### config.mk
export PLATFORM = sky130hd
export DESIGN_NAME = oc8051_access_ctrl
export DESIGN_NICKNAME = d
export VERILOG_FILES = /design/src/rtl/oc8051_access_ctrl.sv
export SDC_FILE = /design/constraint.sdc
export NUM_CORES = 1
export LEC_CHECK = 0
export CORE_ASPECT_RATIO = 1.5
export CORE_UTILIZATION = 67
export DETAILED_ROUTE_END_ITERATION = 10
export PLACE_DENSITY = 0.85
export SYNTH_ARGS = -nofsm -noshare
export SYNTH_HDL_FRONTEND = slang
export SYNTH_SLANG_ARGS = --single-unit
### constraint.sdc
create_clock -name clk -period 11.2 [get_ports clk]
set_clock_uncertainty 0.05 [all_clocks]
set_input_delay 2.24 -clock clk [delete_from_list [all_inputs] [get_ports clk]]
set_output_delay 2.24 -clock clk [all_outputs]
set_load 0.005 [all_outputs]
### src/rtl/oc8051_access_ctrl.sv
// XRAM access controller: per-accesser page permission tables, an illegal-access
// log FIFO with interrupt, and a privileged configuration window with a lock bit.
module oc8051_access_ctrl #(
    parameter int          NUM_SRC   = 4,
    parameter int          PAGE_BITS = 5,
    parameter int          LOG_DEPTH = 4,
    parameter logic [15:0] CFG_BASE  = 16'hff80,
    parameter logic [15:0] LOG_BASE  = 16'hffc0
) (
    input  logic        clk,
    input  logic        rst,
    input  logic [2:0]  accesser,
    input  logic        xram_stb,
    input  logic        xram_wr,
    input  logic [15:0] xram_addr,
    input  logic [7:0]  xram_data_in,
    input  logic        priv_lvl,
    input  logic        cfg_stb,
    input  logic        cfg_wr,
    output logic        wr_en,
    output logic        rd_en,
    output logic        cfg_hit,
    output logic        cfg_ack,
    output logic [7:0]  cfg_data_out,
    output logic        irq
);

    localparam int MAP_BYTES = 1 << (PAGE_BITS - 3);
    localparam int TBL_BYTES = NUM_SRC * 2 * MAP_BYTES;
    localparam int OW        = $clog2(TBL_BYTES);
    localparam int PW        = $clog2(LOG_DEPTH);

    // Table bytes are stored in window order: {src, sel, byte}
    logic [7:0]           tbl [TBL_BYTES];
    logic [19:0]          log_mem [LOG_DEPTH];
    logic [PW-1:0]        head;
    logic [PW-1:0]        tail;
    logic [4:0]           count;
    logic                 overflow;
    logic                 lock;
    logic                 logged;
    logic [19:0]          last_key;

    logic [PAGE_BITS-1:0] page;
    logic                 src_ok;
    logic [OW-1:0]        wmap_idx;
    logic [OW-1:0]        rmap_idx;
    logic [OW-1:0]        cfg_idx;
    logic [16:0]          cfg_off;
    logic [15:0]          log_off;
    logic                 in_table;
    logic                 in_log;
    logic [19:0]          key;
    logic                 illegal;
    logic                 push;
    logic                 accept;
    logic                 wr_ok;
    logic                 tbl_we;
    logic                 ctrl_we;
    logic                 empty;
    logic                 full;
    logic                 pop;
    logic                 push_ok;
    logic                 drop;
    logic [7:0]           rdata;

    function automatic logic [PW-1:0] next_ptr(input logic [PW-1:0] p);
        return (p == PW'(LOG_DEPTH - 1)) ? '0 : p + PW'(1);
    endfunction

    assign page     = xram_addr[15 -: PAGE_BITS];
    assign src_ok   = int'(accesser) < NUM_SRC;
    assign wmap_idx = src_ok ? OW'(int'(accesser) * 2 * MAP_BYTES + int'(page >> 3)) : '0;
    assign rmap_idx = src_ok ? OW'(int'(accesser) * 2 * MAP_BYTES + MAP_BYTES + int'(page >> 3)) : '0;
    assign wr_en    = src_ok && tbl[wmap_idx][page[2:0]];
    assign rd_en    = src_ok && tbl[rmap_idx][page[2:0]];

    assign cfg_off  = {1'b0, xram_addr} - {1'b0, CFG_BASE};
    assign in_table = (xram_addr >= CFG_BASE) && (cfg_off < 17'(TBL_BYTES));
    assign cfg_idx  = OW'(cfg_off);
    assign log_off  = xram_addr - LOG_BASE;
    assign in_log   = (xram_addr >= LOG_BASE) && (log_off < 16'd5);
    assign cfg_hit  = in_table || in_log;

    // A log entry is the access key itself: {addr, rwn, src}
    assign key      = {xram_addr, xram_wr, accesser};
    assign illegal  = xram_stb && (xram_wr ? !wr_en : !rd_en);
    assign push     = illegal && !(logged && (last_key == key));

    assign accept   = cfg_stb && cfg_hit && !cfg_ack;
    assign wr_ok    = accept && cfg_wr && priv_lvl;
    assign tbl_we   = wr_ok && in_table && !lock;
    assign ctrl_we  = wr_ok && in_log && (log_off == 16'd4);
    assign empty    = (count == 5'd0);
    assign full     = (count == 5'(LOG_DEPTH));
    assign pop      = ctrl_we && xram_data_in[0] && !empty;
    // A pop in the same cycle frees a slot, so a push into a full log still lands
    assign push_ok  = push && (!full || pop);
    assign drop     = push && full && !pop;

    always_comb begin
        rdata = 8'h00;
        if (in_table) begin
            rdata = tbl[cfg_idx];
        end else if (in_log) begin
            case (log_off[2:0])
                3'd0:    rdata = {lock, overflow, 1'b0, count};
                3'd1:    if (!empty) rdata = log_mem[head][19:12];
                3'd2:    if (!empty) rdata = log_mem[head][11:4];
                3'd3:    if (!empty) rdata = {log_mem[head][3], 4'b0000, log_mem[head][2:0]};
                default: rdata = 8'h00;
            endcase
        end
    end

    always_ff @(posedge clk) begin
        if (rst) begin
            for (int i = 0; i < TBL_BYTES; i++) tbl[i] <= 8'h00;
        end else if (tbl_we) begin
            tbl[cfg_idx] <= xram_data_in;
        end
    end

    always_ff @(posedge clk) begin
        if (rst) begin
            head     <= '0;
            tail     <= '0;
            count    <= 5'd0;
            overflow <= 1'b0;
            lock     <= 1'b0;
            logged   <= 1'b0;
            last_key <= 20'h0;
            irq      <= 1'b0;
        end else begin
            logged   <= illegal;
            last_key <= key;
            irq      <= !empty;
            if (push_ok) begin
                log_mem[tail] <= key;
                tail          <= next_ptr(tail);
            end
            if (pop) head <= next_ptr(head);
            count <= count + 5'(push_ok) - 5'(pop);
            // A fresh drop wins over a simultaneous overflow clear
            if (drop) overflow <= 1'b1;
            else if (ctrl_we && xram_data_in[1]) overflow <= 1'b0;
            if (ctrl_we && xram_data_in[7]) lock <= 1'b1;
        end
    end

    always_ff @(posedge clk) begin
        if (rst) begin
            cfg_ack      <= 1'b0;
            cfg_data_out <= 8'h00;
        end else begin
            cfg_ack      <= accept;
            cfg_data_out <= (accept && !cfg_wr && priv_lvl) ? rdata : 8'h00;
        end
    end

endmodule

==> results of run 1 <==
==> layout make-up <==
type / count / area [um2]
Tap cell: 346 / 433
Clock buffer: 44 / 962
Inverter: 15 / 56.3
Multi-Input combinational cell: 923 / 7950
Timing Repair Buffer: 75 / 651
Fill cell: 1690 / 6900
Sequential cell: 380 / 11000
Clock inverter: 17 / 233
==> routing by layer <==
metal,GRT usage [%],vias up,part of all wire (%)
li1,-,5428,-
met3,6.84,247,9.3
met4,26.6,0,8.0
met1,47.2,6310,34
met5,0,-,0
met2,65.4,950,49
==> per-stage QoR <==
| stage | hold WS, ns | worst slack, ns | util, % |
|---|---|---|---|
| after global placement | 0.425 | 3.30 | 71.2 |
| after global routing | 0.462 | 2.99 | 75.5 |
| after CTS | 0.439 | 3.21 | 75.5 |
| after detailed placement | 0.432 | 3.24 | 71.2 |
| final | 0.445 | 3.07 | 75.5 |
| after floorplan | 0.381 | 4.22 | - |
==> cell families (layout without fill, tap and decap cells) <==
logic type / Yosys count / in the layout / synth area share, %
buffers and inverters: 117 / 151 / 2.47
XOR/XNOR: 23 / 23 / 1.04
flip-flops: 380 / 380 / 56.6
AND/OR/NAND/NOR: 543 / 543 / 16.3
adder cells (fa/ha/maj): 11 / 11 / 0.749
multiplexers: 185 / 185 / 16.6
AO/OA/AOI/OAI: 161 / 161 / 6.25
==> cell usage after synthesis, drive strengths merged, types with 4 or more instances <==
cell type,instances
nand3b,7
buf,36
o22ai,6
mux2i,58
mux2,21
and2,262
xor2,9
nor2,64
nand2,45
o2111ai,8
and3,10
a22o,9
edfxtp,336
o221ai,4
a31oi,4
o211ai,8
nor4b,6
nor4,7
ha,10
a32oi,13
nor3b,6
mux4,106
or2,36
a222oi,4
a21oi,17
a221oi,5
a311oi,4
nand3,20
nand2b,12
a22oi,26
a211oi,7
dfxtp,44
nor3,18
nand4,7
nor2b,29
clkbuf,66
o21ai,19
xnor2,14
inv,15
==> power by group through the flow <==
stage	logic (mW)	registers, mW	clock network (mW)
4_1_cts	0.371	1.65	1.27
3_5_place_dp	0.369	1.68	0
5_1_grt	0.398	1.66	1.32
6_report	0.381	1.66	1.27
2_1_floorplan	0.242	1.66	0
3_3_place_gp	0.361	1.68	0
==> worst reg2reg max path, stage by stage, from the launching register on <==
cell	delay [ns]
edfxtp_1	0.40
mux2_1	0.39
a221oi_1	0.31
o2111ai_1	0.18
o2111a_1	0.17
nor4_1	0.53
and4b_1	0.31
nor3_1	0.19
mux2i_1	0.09
ha_1	0.23
fa_1	0.41
a21oi_1	0.21
nor2_1	0.08
or3_1	0.34
a21oi_1	0.14
==> flip-flops by register name, summed over array words and instances (netlist names), named ones only <==
name	flops
cfg_data_out	8
cfg_ack	1
last_key	20
log_mem	80
tail	2
overflow	1
tbl	256
lock	1
irq	1
logged	1
head	2
count	5
==> how the worst max path moves through the flow <==
stage,start,endpoint,slack [ns],cells after the start
after floorplan,xram_addr[14],log_mem[1][0],4.22,10
after global placement,xram_addr[14],rd_en,3.30,8
after detailed placement,accesser[1],wr_en,3.24,8
after CTS,accesser[1],wr_en,3.21,8
after global routing,xram_addr[14],wr_en,2.99,9
final,accesser[1],wr_en,3.07,8
==> flow_summary.json, run 1 <==
{
  "status": "complete, no violations",
  "setup_violations": 0,
  "place_congestion": 1.02,
  "avgSynthCellArea_um2": 13.6,
  "ys_ff_latch": 380,
  "cpMostUsedCell": "clkdlybuf4s50_1",
  "crit_fanout": 17,
  "synth_top_area_share_pct": 52.1,
  "drt_wl_total_mm": 55.9,
  "crit-reg2reg-capture": "count[4]",
  "dr.pass1.iters": 6,
  "htreeDepth": 2,
  "synth_flop_cell": "edfxtp_1",
  "coreArea_um2": 28200,
  "total_power_mw": 3.30,
  "tns_ns": 0,
  "netlist_instances": 1420,
  "numPortBuffers": 46,
  "slew_violations": 0,
  "ir_drop_mv": 0.168,
  "cp.required_ns": 8.91,
  "layout_common_cells": "edfxtp_1, and2_1, mux4_2, nor2_1, mux2i_1",
  "netlist.top_cell.by_area": "edfxtp_1",
  "numClockSinks": 380,
  "syn_to_final_growth_pct": 9.71,
  "grt_max_degree": 64,
  "grt_remaining_overflow": 0,
  "switchingPower_uw": 792,
  "die_y_um": 210,
  "grt_usage_pct": 39.3,
  "antenna_found_initial": 0,
  "fin_crit_sh_pct": 72.6,
  "detail-route-antenna-nets": 0,
  "routedWlPerCell_um": 31.0,
  "cp_top_family": "simple AND/OR/NAND/NOR gates",
  "die-area_um2": 29600,
  "hp-start": "overflow",
  "cts-root-buf": "clkbuf_16",
  "grt_pass1_wl_mm": 83.2,
  "synth_area_um2": 19400,
  "initial_core_util_pct": 68.8,
  "synth_warnings": 0,
  "fp.dieW_um": 141,
  "crit_path_start_kind": "input pin",
  "fmax_mhz": 123,
  "drive_gt1_share_pct": 17.7,
  "clock_latency_ns": 0.54,
  "rows": 75,
  "synth_nets": 1465,
  "cts_hold_buf": 0,
  "intPower_mw": 2.51,
  "combPwrFrac_pct": 11.5,
  "rsz0062_at_grt": "no",
  "layout.cells.non_filler": 1800,
  "cap_violations": 0,
  "postCtsSetupBuffers": 0,
  "cp-end-kind": "primary output",
  "critPathSlowestCell": "nor2b_1",
  "r2r_slack_ns": 7.08,
  "tightest_slew_ns": 1.18,
  "drt_iter0_drc": 1732,
  "min-delay-path-class": "reg -> reg",
  "p_per_area_nw_per_um2": 155,
  "crit_chain": "clkdlybuf4s50_1 > buf_4 > nor2b_1 > o221ai_1 > o2111a_1 > nor4_1 > nor2_1 > clkdlybuf4s50_1",
  "path_class": "in -> out",
  "async_flop_share_pct": 0,
  "crit_buf_inv": 3,
  "synthTopCellsByArea": "edfxtp_1, mux4_2, and2_1",
  "max_slew_margin_pct": 21.1,
  "io_pins": 47,
  "dp.cells": 1739,
  "pwr-share-clk_pct": 38.3,
  "worst_path_largest_cell_delay_ns": 0.96,
  "num_vias": 12935,
  "diodes": 0,
  "hold_end": "overflow",
  "sw_frac_of_total_pct": 24.0,
  "cts_buffer_depth": 3,
  "fin_nets": 1475,
  "post_cts_resized": 0,
  "rr_startpoint": "tbl[9][1]",
  "min_path_cells": 2,
  "rr_worst_depth": 14,
  "clk_pin_slew_ns": 0.06,
  "grt_pass1_vias": 12948,
  "drc": 0,
  "synth_edf_count": 336,
  "p_leak_nw": 7.29,
  "dpl_cell_area_um2": 20100,
  "ys_types": 76,
  "dp_hpwl_mm": 38.5,
  "hold_viol_final": 0,
  "timing.final.crit_period_ns": 8.13,
  "numCtsBuffers": 35,
  "cts_tree": "yes",
  "via_per_inst": 7.19,
  "pwr-share-seq_pct": 50.1,
  "final_common_cell": "edfxtp_1",
  "yosysSeqAreaShare_pct": 56.6,
  "cp.arrival_ns": 5.84,
  "fin_area_um2": 21300
}
Power figures use the tool's default switching activity.
==> run 2, diff against run 1 <==
--- a/config.mk
+++ b/config.mk
@@ -6,9 +6,9 @@
 export NUM_CORES = 1
 export LEC_CHECK = 0
 export CORE_ASPECT_RATIO = 1.5
-export CORE_UTILIZATION = 67
+export CORE_UTILIZATION = 56
 export DETAILED_ROUTE_END_ITERATION = 10
-export PLACE_DENSITY = 0.85
+export PLACE_DENSITY = 0.76
 export SYNTH_ARGS = -nofsm -noshare
 export SYNTH_HDL_FRONTEND = slang
 export SYNTH_SLANG_ARGS = --single-unit
==> constraint.sdc (replaced) <==
create_clock -name clk -period 7 [get_ports clk]
set_clock_uncertainty 0.05 [all_clocks]
set_input_delay 1.4 -clock clk [delete_from_list [all_inputs] [get_ports clk]]
set_output_delay 1.4 -clock clk [all_outputs]
set_load 0.005 [all_outputs]
==> run 2 against run 1 <==
Combinational power is 63% higher. Via count is 1.1% lower. Power is 58% higher. Sequential power is 60% higher. Design area is 0.71% higher. Clock-buffer cell count is 3 lower. Sequential share of layout area is 0.36 points lower. Cell count is 5.3% higher. Die area is 19% higher. Worst setup slack worse by 2.2 ns. Critical path type unchanged. Largest cell class unchanged. Highest routed layer is now met5.
==> flow_summary.json, run 2 (same netlist as run 1, synthesis figures left out) <==
{
  "layout_common_cells": "edfxtp_1, and2_1, mux4_2, nor2_1, mux2i_1",
  "numCtsBuffers": 35,
  "initial_core_util_pct": 56.7,
  "hp-start": "lock",
  "cts_buffer_depth": 3,
  "max_slew_margin_pct": 26.0,
  "fillers": 2529,
  "regMostFlops": "tbl",
  "fp.dieW_um": 154,
  "ir_drop_mv": 0.172,
  "grt_pass1_wl_mm": 84.3,
  "final_common_cell": "edfxtp_1",
  "coreArea_um2": 34200,
  "grt_max_degree": 73,
  "p_leak_nw": 7.33,
  "drt_iter0_drc": 1364,
  "largest_reg_flops": 256,
  "routedWlPerCell_um": 30.4,
  "cp-end-kind": "primary output",
  "rr_startpoint": "tbl[8][1]",
  "dp_hpwl_mm": 40.6,
  "p_per_area_nw_per_um2": 243,
  "io_pins": 47,
  "crit_fanout": 17,
  "grt_remaining_overflow": 0,
  "tightest_slew_ns": 1.11,
  "cts-root-buf": "clkbuf_16",
  "crit-reg2reg-capture": "count[4]",
  "numPortBuffers": 46,
  "crit_path_start_kind": "input pin",
  "cp.arrival_ns": 4.67,
  "cts_tree": "yes",
  "setup_violations": 0,
  "hold_viol_final": 0,
  "clock_latency_ns": 0.55,
  "status": "complete, no violations",
  "register_area_um2": 11000,
  "fin_util_pct": 62.6,
  "cap_violations": 0,
  "dpl_cell_area_um2": 20300,
  "top_regs": "tbl x256, log_mem x80, last_key x20",
  "drc": 0,
  "fin_crit_sh_pct": 87.4,
  "multi_input_area_um2": 7950,
  "tns_ns": 0,
  "num_vias": 12792,
  "min-delay-path-class": "reg -> reg",
  "via_per_inst": 6.75,
  "clk_pin_slew_ns": 0.07,
  "drive_gt1_share_pct": 18.5,
  "fmax_mhz": 163,
  "total_power_mw": 5.21,
  "syn_to_final_growth_pct": 10.5,
  "die_y_um": 230,
  "slew_violations": 0,
  "post_cts_resized": 0,
  "dr.pass1.iters": 6,
  "r2r_slack_ns": 2.94,
  "drt_wl_total_mm": 57.5,
  "die-area_um2": 35400,
  "grt_pass1_vias": 12709,
  "fin_area_um2": 21400,
  "place_congestion": 1.06,
  "cts_hold_buf": 0,
  "grt_usage_pct": 33.3,
  "antenna_found_initial": 1,
  "rr_worst_depth": 14,
  "timing.final.crit_period_ns": 6.12,
  "hold_end": "lock",
  "numClockSinks": 380,
  "postCtsSetupBuffers": 0,
  "diodes": 0,
  "path_class": "in -> out",
  "htreeDepth": 2,
  "fin_nets": 1489,
  "rows": 83,
  "min_path_cells": 2,
  "cp.required_ns": 5.55,
  "rsz0062_at_grt": "no",
  "detail-route-antenna-nets": 0
}
==> run 2: cell count changes in the layout (fill, tap and decap cells not counted), sizes merged <==
cell	delta
buf	+15
bufinv	-2
clkbuf	-3
clkdlybuf4s50	-1
clkinvlp	+1
inv	+6
==> run 2: where the power goes <==
part           leakage, nW  internal, mW  switching (mW)
Combinational         3.27         0.247           0.374
Sequential            3.51          2.58          0.0785
Clock                0.550          1.08           0.851
Total                 7.33          3.91            1.30
==> run 2: how the worst max path moves through the flow <==
| stage | startpoint | end | slack (ns) | depth (start not counted) |
|---|---|---|---|---|
| floorplan | xram_addr[14] | log_mem[1][0] | 0.86 | 10 |
| global placement | accesser[1] | count[4] | 1.10 | 16 |
| detailed placement | accesser[1] | count[4] | 1.01 | 16 |
| CTS | accesser[1] | wr_en | 1.03 | 9 |
| global route | accesser[1] | rd_en | 0.78 | 8 |
| finish | accesser[1] | wr_en | 0.88 | 9 |
==> run 2: cell type report <==
type	count	area share [%]
Sequential cell	380	51.3
Inverter	15	0.263
Multi-Input combinational cell	923	37.1
Tap cell	425	2.48
Clock inverter	22	1.10
Clock buffer	41	4.20
Timing Repair Buffer	89	3.57
==> run 2: worst max-delay path, stage by stage <==
cell,delay [ns]
clkdlybuf4s50_1,0.99
inv_1,0.43
a311oi_1,0.43
o2111ai_1,0.17
a22o_1,0.22
nand2_1,0.10
nand2_1,0.06
nor2_1,0.28
clkdlybuf4s50_1,0.58
==> run 2: through the flow <==
stage	instances	hold WS (ns)	setup WS, ns
2_1_floorplan	1420	0.381	0.862
3_5_place_dp	1832	0.439	1.01
3_3_place_gp	1832	0.419	1.10
4_1_cts	1895	0.446	1.03
6_report	1895	0.460	0.879
5_1_grt	1895	0.470	0.784
==> run 2: routing by layer <==
layer	GRT usage [%]	routed length [um]	vias to the layer above
met4	22.7	4320	2
met1	38.3	19900	6442
met3	4.64	3860	196
li1	-	-	5454
met2	57.5	29500	698
met5	0	13	-
